<file path="config.mk">
export PLATFORM = sky130hd
export DESIGN_NAME = icache
export DESIGN_NICKNAME = d
export VERILOG_FILES = /design/src/rtl/icache.sv
export SDC_FILE = /design/constraint.sdc
export NUM_CORES = 1
export LEC_CHECK = 0
export ABC_AREA = 1
export CORE_UTILIZATION = 40
export CTS_CLUSTER_SIZE = 16
export DETAILED_ROUTE_END_ITERATION = 6
export HOLD_SLACK_MARGIN = 0.15
export PLACE_DENSITY = 0.91
export REMOVE_ABC_BUFFERS = 1
export SETUP_SLACK_MARGIN = 0.15
export SYNTH_ARGS = -nofsm -noshare
export SYNTH_HDL_FRONTEND = slang
export SYNTH_SLANG_ARGS = --single-unit
</file>
<file path="constraint.sdc">
create_clock -name clk -period 1.5 [get_ports clk]
set_input_delay 0.225 -clock clk [delete_from_list [all_inputs] [get_ports clk]]
set_output_delay 0.225 -clock clk [all_outputs]
set_load 0.1 [all_outputs]
</file>
<file path="src/rtl/icache.sv">
// Direct-mapped one-word-per-line instruction cache; hits answer 1 cycle after acceptance, misses 1 cycle after mem_done.
// rdy low freezes every register. With ICACHE_ARRAY_EN undefined, no arrays are built and every request misses.
module icache #(
   parameter int INDEX_BITS = 6
) (
   input  logic        clk,
   input  logic        rst,
   input  logic        rdy,
   input  logic        rollback,
   input  logic        fetch_en,
   input  logic [31:0] fetch_pc,
   output logic        fetch_hit,
   output logic [31:0] fetch_inst,
   output logic        mem_en,
   output logic [31:0] mem_pc,
   input  logic        mem_done,
   input  logic [31:0] mem_data
);
   typedef enum logic {IDLE, MISS} state_t;

   state_t      state_q, state_d;
   logic        discard_q, discard_d;
   logic        fetch_hit_q, fetch_hit_d;
   logic [31:0] fetch_inst_q, fetch_inst_d;
   logic        mem_en_q, mem_en_d;
   logic [31:0] mem_pc_q, mem_pc_d;

   logic        accept;
   logic        lookup_hit;
   logic [31:0] hit_data;
   logic        fill;
   logic [1:0]  unused_pc_lsb;

   // Blocking on fetch_hit_q turns the response cycle into a bubble for the still-held request.
   assign accept        = fetch_en && !rollback && !fetch_hit_q;
   assign unused_pc_lsb = fetch_pc[1:0];

`ifdef ICACHE_ARRAY_EN
   localparam int LINES = 1 << INDEX_BITS;
   localparam int TAG_W = 30 - INDEX_BITS;

   logic [LINES-1:0]      valid_q, valid_d;
   logic [TAG_W-1:0]      tag_mem  [LINES];
   logic [31:0]           data_mem [LINES];
   logic [INDEX_BITS-1:0] req_idx, fill_idx;
   logic [TAG_W-1:0]      req_tag, fill_tag;

   assign req_idx    = fetch_pc[INDEX_BITS+1:2];
   assign req_tag    = fetch_pc[31:INDEX_BITS+2];
   // The outstanding miss address doubles as the latched fill tag/index.
   assign fill_idx   = mem_pc_q[INDEX_BITS+1:2];
   assign fill_tag   = mem_pc_q[31:INDEX_BITS+2];
   assign lookup_hit = valid_q[req_idx] && (tag_mem[req_idx] == req_tag);
   assign hit_data   = data_mem[req_idx];

   always_comb begin
      valid_d = valid_q;
      if (fill) begin
         valid_d[fill_idx] = 1'b1;
      end
   end

   always_ff @(posedge clk) begin
      if (rst) begin
         valid_q <= '0;
      end else begin
         valid_q <= valid_d;
      end
   end

   always_ff @(posedge clk) begin
      if (fill) begin
         tag_mem[fill_idx]  <= fill_tag;
         data_mem[fill_idx] <= mem_data;
      end
   end
`else
   localparam int unused_index_bits = INDEX_BITS;
   logic unused_fill;

   assign lookup_hit  = 1'b0;
   assign hit_data    = '0;
   assign unused_fill = fill;
`endif

   always_comb begin
      state_d      = state_q;
      discard_d    = discard_q;
      fetch_hit_d  = fetch_hit_q;
      fetch_inst_d = fetch_inst_q;
      mem_en_d     = mem_en_q;
      mem_pc_d     = mem_pc_q;
      fill         = 1'b0;
      if (rdy) begin
         fetch_hit_d = 1'b0;
         case (state_q)
            IDLE: begin
               if (accept) begin
                  if (lookup_hit) begin
                     fetch_inst_d = hit_data;
                     fetch_hit_d  = 1'b1;
                  end else begin
                     mem_pc_d  = {fetch_pc[31:2], 2'b00};
                     mem_en_d  = 1'b1;
                     discard_d = 1'b0;
                     state_d   = MISS;
                  end
               end
            end
            MISS: begin
               // The request stays up after a rollback; the controller may already own it.
               if (rollback) begin
                  discard_d = 1'b1;
               end
               if (mem_done) begin
                  fill     = 1'b1;
                  mem_en_d = 1'b0;
                  if (!discard_q && !rollback) begin
                     fetch_inst_d = mem_data;
                     fetch_hit_d  = 1'b1;
                  end
                  state_d = IDLE;
               end
            end
         endcase
      end
   end

   always_ff @(posedge clk) begin
      if (rst) begin
         state_q      <= IDLE;
         discard_q    <= 1'b0;
         fetch_hit_q  <= 1'b0;
         fetch_inst_q <= '0;
         mem_en_q     <= 1'b0;
         mem_pc_q     <= '0;
      end else begin
         state_q      <= state_d;
         discard_q    <= discard_d;
         fetch_hit_q  <= fetch_hit_d;
         fetch_inst_q <= fetch_inst_d;
         mem_en_q     <= mem_en_d;
         mem_pc_q     <= mem_pc_d;
      end
   end

   assign fetch_hit  = fetch_hit_q;
   assign fetch_inst = fetch_inst_q;
   assign mem_en     = mem_en_q;
   assign mem_pc     = mem_pc_q;
endmodule
</file>
---- Word-level counts from Yosys, hierarchy flattened ----
Index checks and enable logic that the tools add are counted.
cells by class
  div/mod/pow operators ................... 0
  reductions and logical operators ........ 10
  eq/ne operators ......................... 4
  muxes and demuxes ....................... 15
  bitwise gates (word level) .............. 1
  add/subtract/negate cells ............... 0
  $mul .................................... 0
  shift operators ......................... 0
  $lt $le $gt $ge ......................... 0
operators by type and width
  kind                                                   count
  2-to-1 mux 32 bit                                      3
  AND reduction 3 bit                                    3
  2-to-1 mux 1 bit                                       8
  case mux 1 bit (2 select lines)                        4
  inequality test 2 bit, second input constant           3
  AND reduction 4 bit                                    1
  logical AND 1 bit                                      3
  logical NOT 1 bit                                      3
  inequality test 2 x 1 -> 1 bit, second input constant  1
  inverter 1 bit                                         1
word-level totals
  RAM bits ................................ 0
  word-level logic and storage cells ...... 36
  output and inout port bits .............. 66
  memories ................................ 0
  latch bits .............................. 0
  bits in registers ....................... 66
  bits in read-only memories .............. 0

---- Logic depth before layout (Yosys ltp) ----
  depth after elaboration ................. 5
  depth in mapped cells ................... 7
  gate-level depth less buffers ........... 6

---- Worst setup path after synthesis ----
Ideal clock, no wire load.
  path kind ............................... register -> register
  start ................................... register fetch_hit_q (netlist: fetch_hit)
  end ..................................... register mem_pc_q[10] (netlist: mem_pc[10])
  buffers on the path ..................... 1
  data required time ...................... 1.385 ns
  data arrival time ....................... 1.641 ns
  setup slack ............................. -0.257 ns
  setup time .............................. 0.115 ns
  cell stages (with the launch flop) ...... 7
  cell sequence ........................... dfxtp_1 > nor2_1 > nand3_1 > inv_2 > buf_4 > nor2_1 > nor2_1
on the way
  longest elaborated chain between the ends .. 3
RTL lines
  what                                  line  text
  from (decl)                           23    logic fetch_hit_q, fetch_hit_d;
  from (signal assigned)                140   fetch_hit_q <= fetch_hit_d;
  logical NOT 1 bit                     35    assign accept = fetch_en && !rollback && !fetch_hit_q;
  logical AND 1 bit                     35
  AND reduction 3 bit (no source line)  n/a
  to (signal assigned)                  143   mem_pc_q <= mem_pc_d;
  to (decl)                             26    logic [31:0] mem_pc_q, mem_pc_d;
No other way between the ends.
A chain may end at the register's enable or synchronous reset.

---- Worst setup path in the final report ----
  start ................................... input port mem_done
  end ..................................... register fetch_inst_q[5] (netlist: fetch_inst[5])
on the way
  longest elaborated chain between the ends .. 2
RTL lines
  what                                    line  text
  from (decl)                             16    input logic mem_done,
  inequality test 2 bit (no source line)  n/a
  AND reduction 4 bit (no source line)    n/a
  to (signal assigned)                    141   fetch_inst_q <= fetch_inst_d;
  to (decl)                               24    logic [31:0] fetch_inst_q, fetch_inst_d;
No other way between the ends.

==> impl_metrics.csv <==
group,metric,value,unit
critical_path,crit_type,"input pin to flop",
critical_path,end_kind,"flop",
global_route,antenna_found_initial,0,
drt,antenna_left,0,
logic_synthesis,synth_seq_cells,66,
global_route,grt_pass1_wl,14200,um
clock_tree,cts_root_buffer,"clkbuf_8",
clock_tree,postCtsHoldBufs,0,
power,p_leak,0.00219,uW
timing,hold_viol_final,0,
timing,rsz0062_at_grt,"no",
floorplan,coreArea,6390,um^2
critical_path,crit_path_start_kind,"input pin",
clock_tree,cts_tree,"built",
final_layout,multi_input_comb_area,1070,um^2
clock_tree,cts.path.max_buffers,2,
logic_synthesis,seq_area_frac_synth,49.6,%
floorplan,initial_core_util,41.7,%
final_layout,stdcell_area,5050,um^2
drt,drt_wl_total,8750,um
drt,via_per_inst,5.12,
worst_hold_path,min_from,"rdy",
logic_synthesis,netlist_area,2660,um^2
final_layout,num_antenna_cells,0,
placement,place_congestion,0.761,
floorplan,rows,29,
placement,placed_cell_area,4790,um^2
placement,place_hpwl,6240,um
logic_synthesis,synth_cells,365,
timing,fmax,786,MHz
global_route,grt.overflow.total,0,
floorplan,die-area,6980,um^2
job,drv_cap,0,
global_route,grt_use_total,25.5,%
global_route,grt_max_degree,50,
critical_path,r2r-start,"state_q",
power,power.density,877,nW/um^2
global_route,grt_pass1_vias,3039,
timing,drv_slew,0,
placement,port_buffers,131,
final_layout,syn2layout_area_growth,89.8,%
worst_hold_path,holdPathEnd,"discard_q",
logic_synthesis,yosys-top-cells-count,"nor2_1 (94), dfxtp_1 (66), inv_1 (34), nand2_1 (34), nor3_1 (32)",
logic_synthesis,synth-edff-count,0,
timing,min_period_over_period,84.9,%
status,outcome,"completed",
final_layout,fin_util,79.1,%
timing,worst_slack,0.227,ns
critical_path,worstPathArrival,1.55,ns
clock_tree,cts_made_buffers,9,
drt,drt_first_pass_iters,4,
timing,fin_skew,0.0119,ns
critical_path,path_max_fanout,15,
final_layout,nFillCells,396,
logic_synthesis,yosysTopAreaCell,"dfxtp_1",
drt,wire_per_inst,15.1,um
logic_synthesis,yosys-top-cells-area,"dfxtp_1 (50%), nor2_1 (13%), nand4_1 (7.1%)",
logic_synthesis,yosysUniqueCellTypes,22,
timing,holdWs,0.348,ns
drt,drc,0,
drt,drt_iter0_drc,164,
floorplan,ioPinCount,136,
worst_hold_path,hold_path.class,"input pin to flop",
final_layout,regArea,1320,um^2
floorplan,die_h,83.6,um
logic_synthesis,synth.avg_cell_area,7.29,um^2
critical_path,reg2reg_slack,0.28,ns
logic_synthesis,async_flop_share,0,%
final_layout,drive_gt1_share,21.1,%
clock_tree,insertion_delay,0.34,ns
timing,post-route-min-period,1.27,ns
critical_path,cp.required,1.77,ns
logic_synthesis,synth_top_area_share,49.6,%
critical_path,r2r_end,"fetch_inst[5]",
power,vdd_drop_max,0.000632,V
clock_tree,cts.clk_slew.worst_paths,0.07,ns
logic_synthesis,post-synth-top-count-cell,"nor2_1",
logic_synthesis,yosysWarnings,0,
final_layout,fin_nets,568,
clock_tree,clock_sinks,66,
clock_tree,ctsHtreeMaxLevel,3,
drt,vias,2969,
timing,setup_viol,0,
critical_path,r2r.worst_path.cells,5,
worst_hold_path,holdPathStages,4,
placement,pre_cts_slack,-0.126,ns
floorplan,die_w,83.6,um
logic_synthesis,ys.flop_type,"dfxtp_1",
critical path, cell delays in order:
cell,delay (ns)
clkdlybuf4s50_1,0.54
nand3_4,0.13
nor2_4,0.25
clkbuf_16,0.22
o21ai_0,0.09
nor2_1,0.10
what timing repair did:
action | in CTS | in global routing
buffers inserted | 0 | 1
gates resized for setup | 0 | 3
setup endpoints to repair | 0 | 6
where the power goes:
part | internal, uW | leakage, uW | switching (uW) | total, uW
Clock | 808 | 0.000103 | 663 | 1470
Sequential | 1810 | 0.000536 | 59.4 | 1870
Combinational | 451 | 0.00155 | 639 | 1090
state kept, by name, indices dropped and copies added, names as in the netlist:
| name | count |
|---|---|
| discard_q | 1 |
| fetch_hit | 1 |
| fetch_inst | 32 |
| mem_en | 1 |
| mem_pc | 30 |
| state_q | 1 |
worst max path at each step:
stage | start | to | slack, ns | cells past startpoint
2_1_floorplan | fetch_hit | mem_pc[10] | -1.16 | 5
3_3_place_gp | rdy | fetch_inst[6] | -0.06 | 6
3_5_place_dp | rdy | fetch_inst[11] | -0.13 | 7
4_1_cts | rdy | fetch_inst[11] | 0.22 | 7
5_1_grt | mem_done | fetch_inst[0] | 0.15 | 6
6_report | mem_done | fetch_inst[5] | 0.23 | 6
cell usage in the layout, fill, tap and decap left out, drive strengths merged:
master         Yosys  final
nor2              96     96
buf               15     82
clkdlybuf4s50      0     66
dfxtp             66     66
inv               35     35
nand2             35     35
nor3              32     32
o21ai             32     32
nand4             30     30
clkbuf            15     13
clkinv             1      5
a21oi              4      4
nand3              3      3
conb               1      2
bufinv             0      1
dlymetal6s2s       0      1
routing by layer:
layer	vias to the layer above	wire length [um]	share of wire, %	track usage (%)
li1	1434	-	-	-
met1	1381	3370	39	27.9
met2	137	4410	50	44.6
met3	17	750	8.6	8.01
met4	0	218	2.5	12.0
met5	-	0	0	0
logic make-up after synthesis:
kind of cell,count (synthesis),share of synthesized area [%]
other cells,1,0.141
buf+inv,66,10.4
simple gates,196,33.1
compound gates,36,6.77
flops,66,49.6
stage by stage:
stage | power, uW | setup TNS (ns) | cells
5_1_grt | 4580 | 0 | 580
6_report | 4430 | 0 | 580
4_1_cts | 4460 | 0 | 577
3_5_place_dp | 2990 | -2.09 | 561
3_3_place_gp | 2960 | -1.14 | 561
2_1_floorplan | 2440 | -37.32 | 336
layout make-up:
cell class | count | share of cell area, %
Clock buffer | 11 | 2.80
Clock inverter | 5 | 1.07
Inverter | 36 | 2.68
Multi-Input combinational cell | 234 | 21.2
Sequential cell | 66 | 26.2
Tap cell | 77 | 1.91
Timing Repair Buffer | 151 | 44.2
Note: power is estimated with default switching activity, not from simulation.
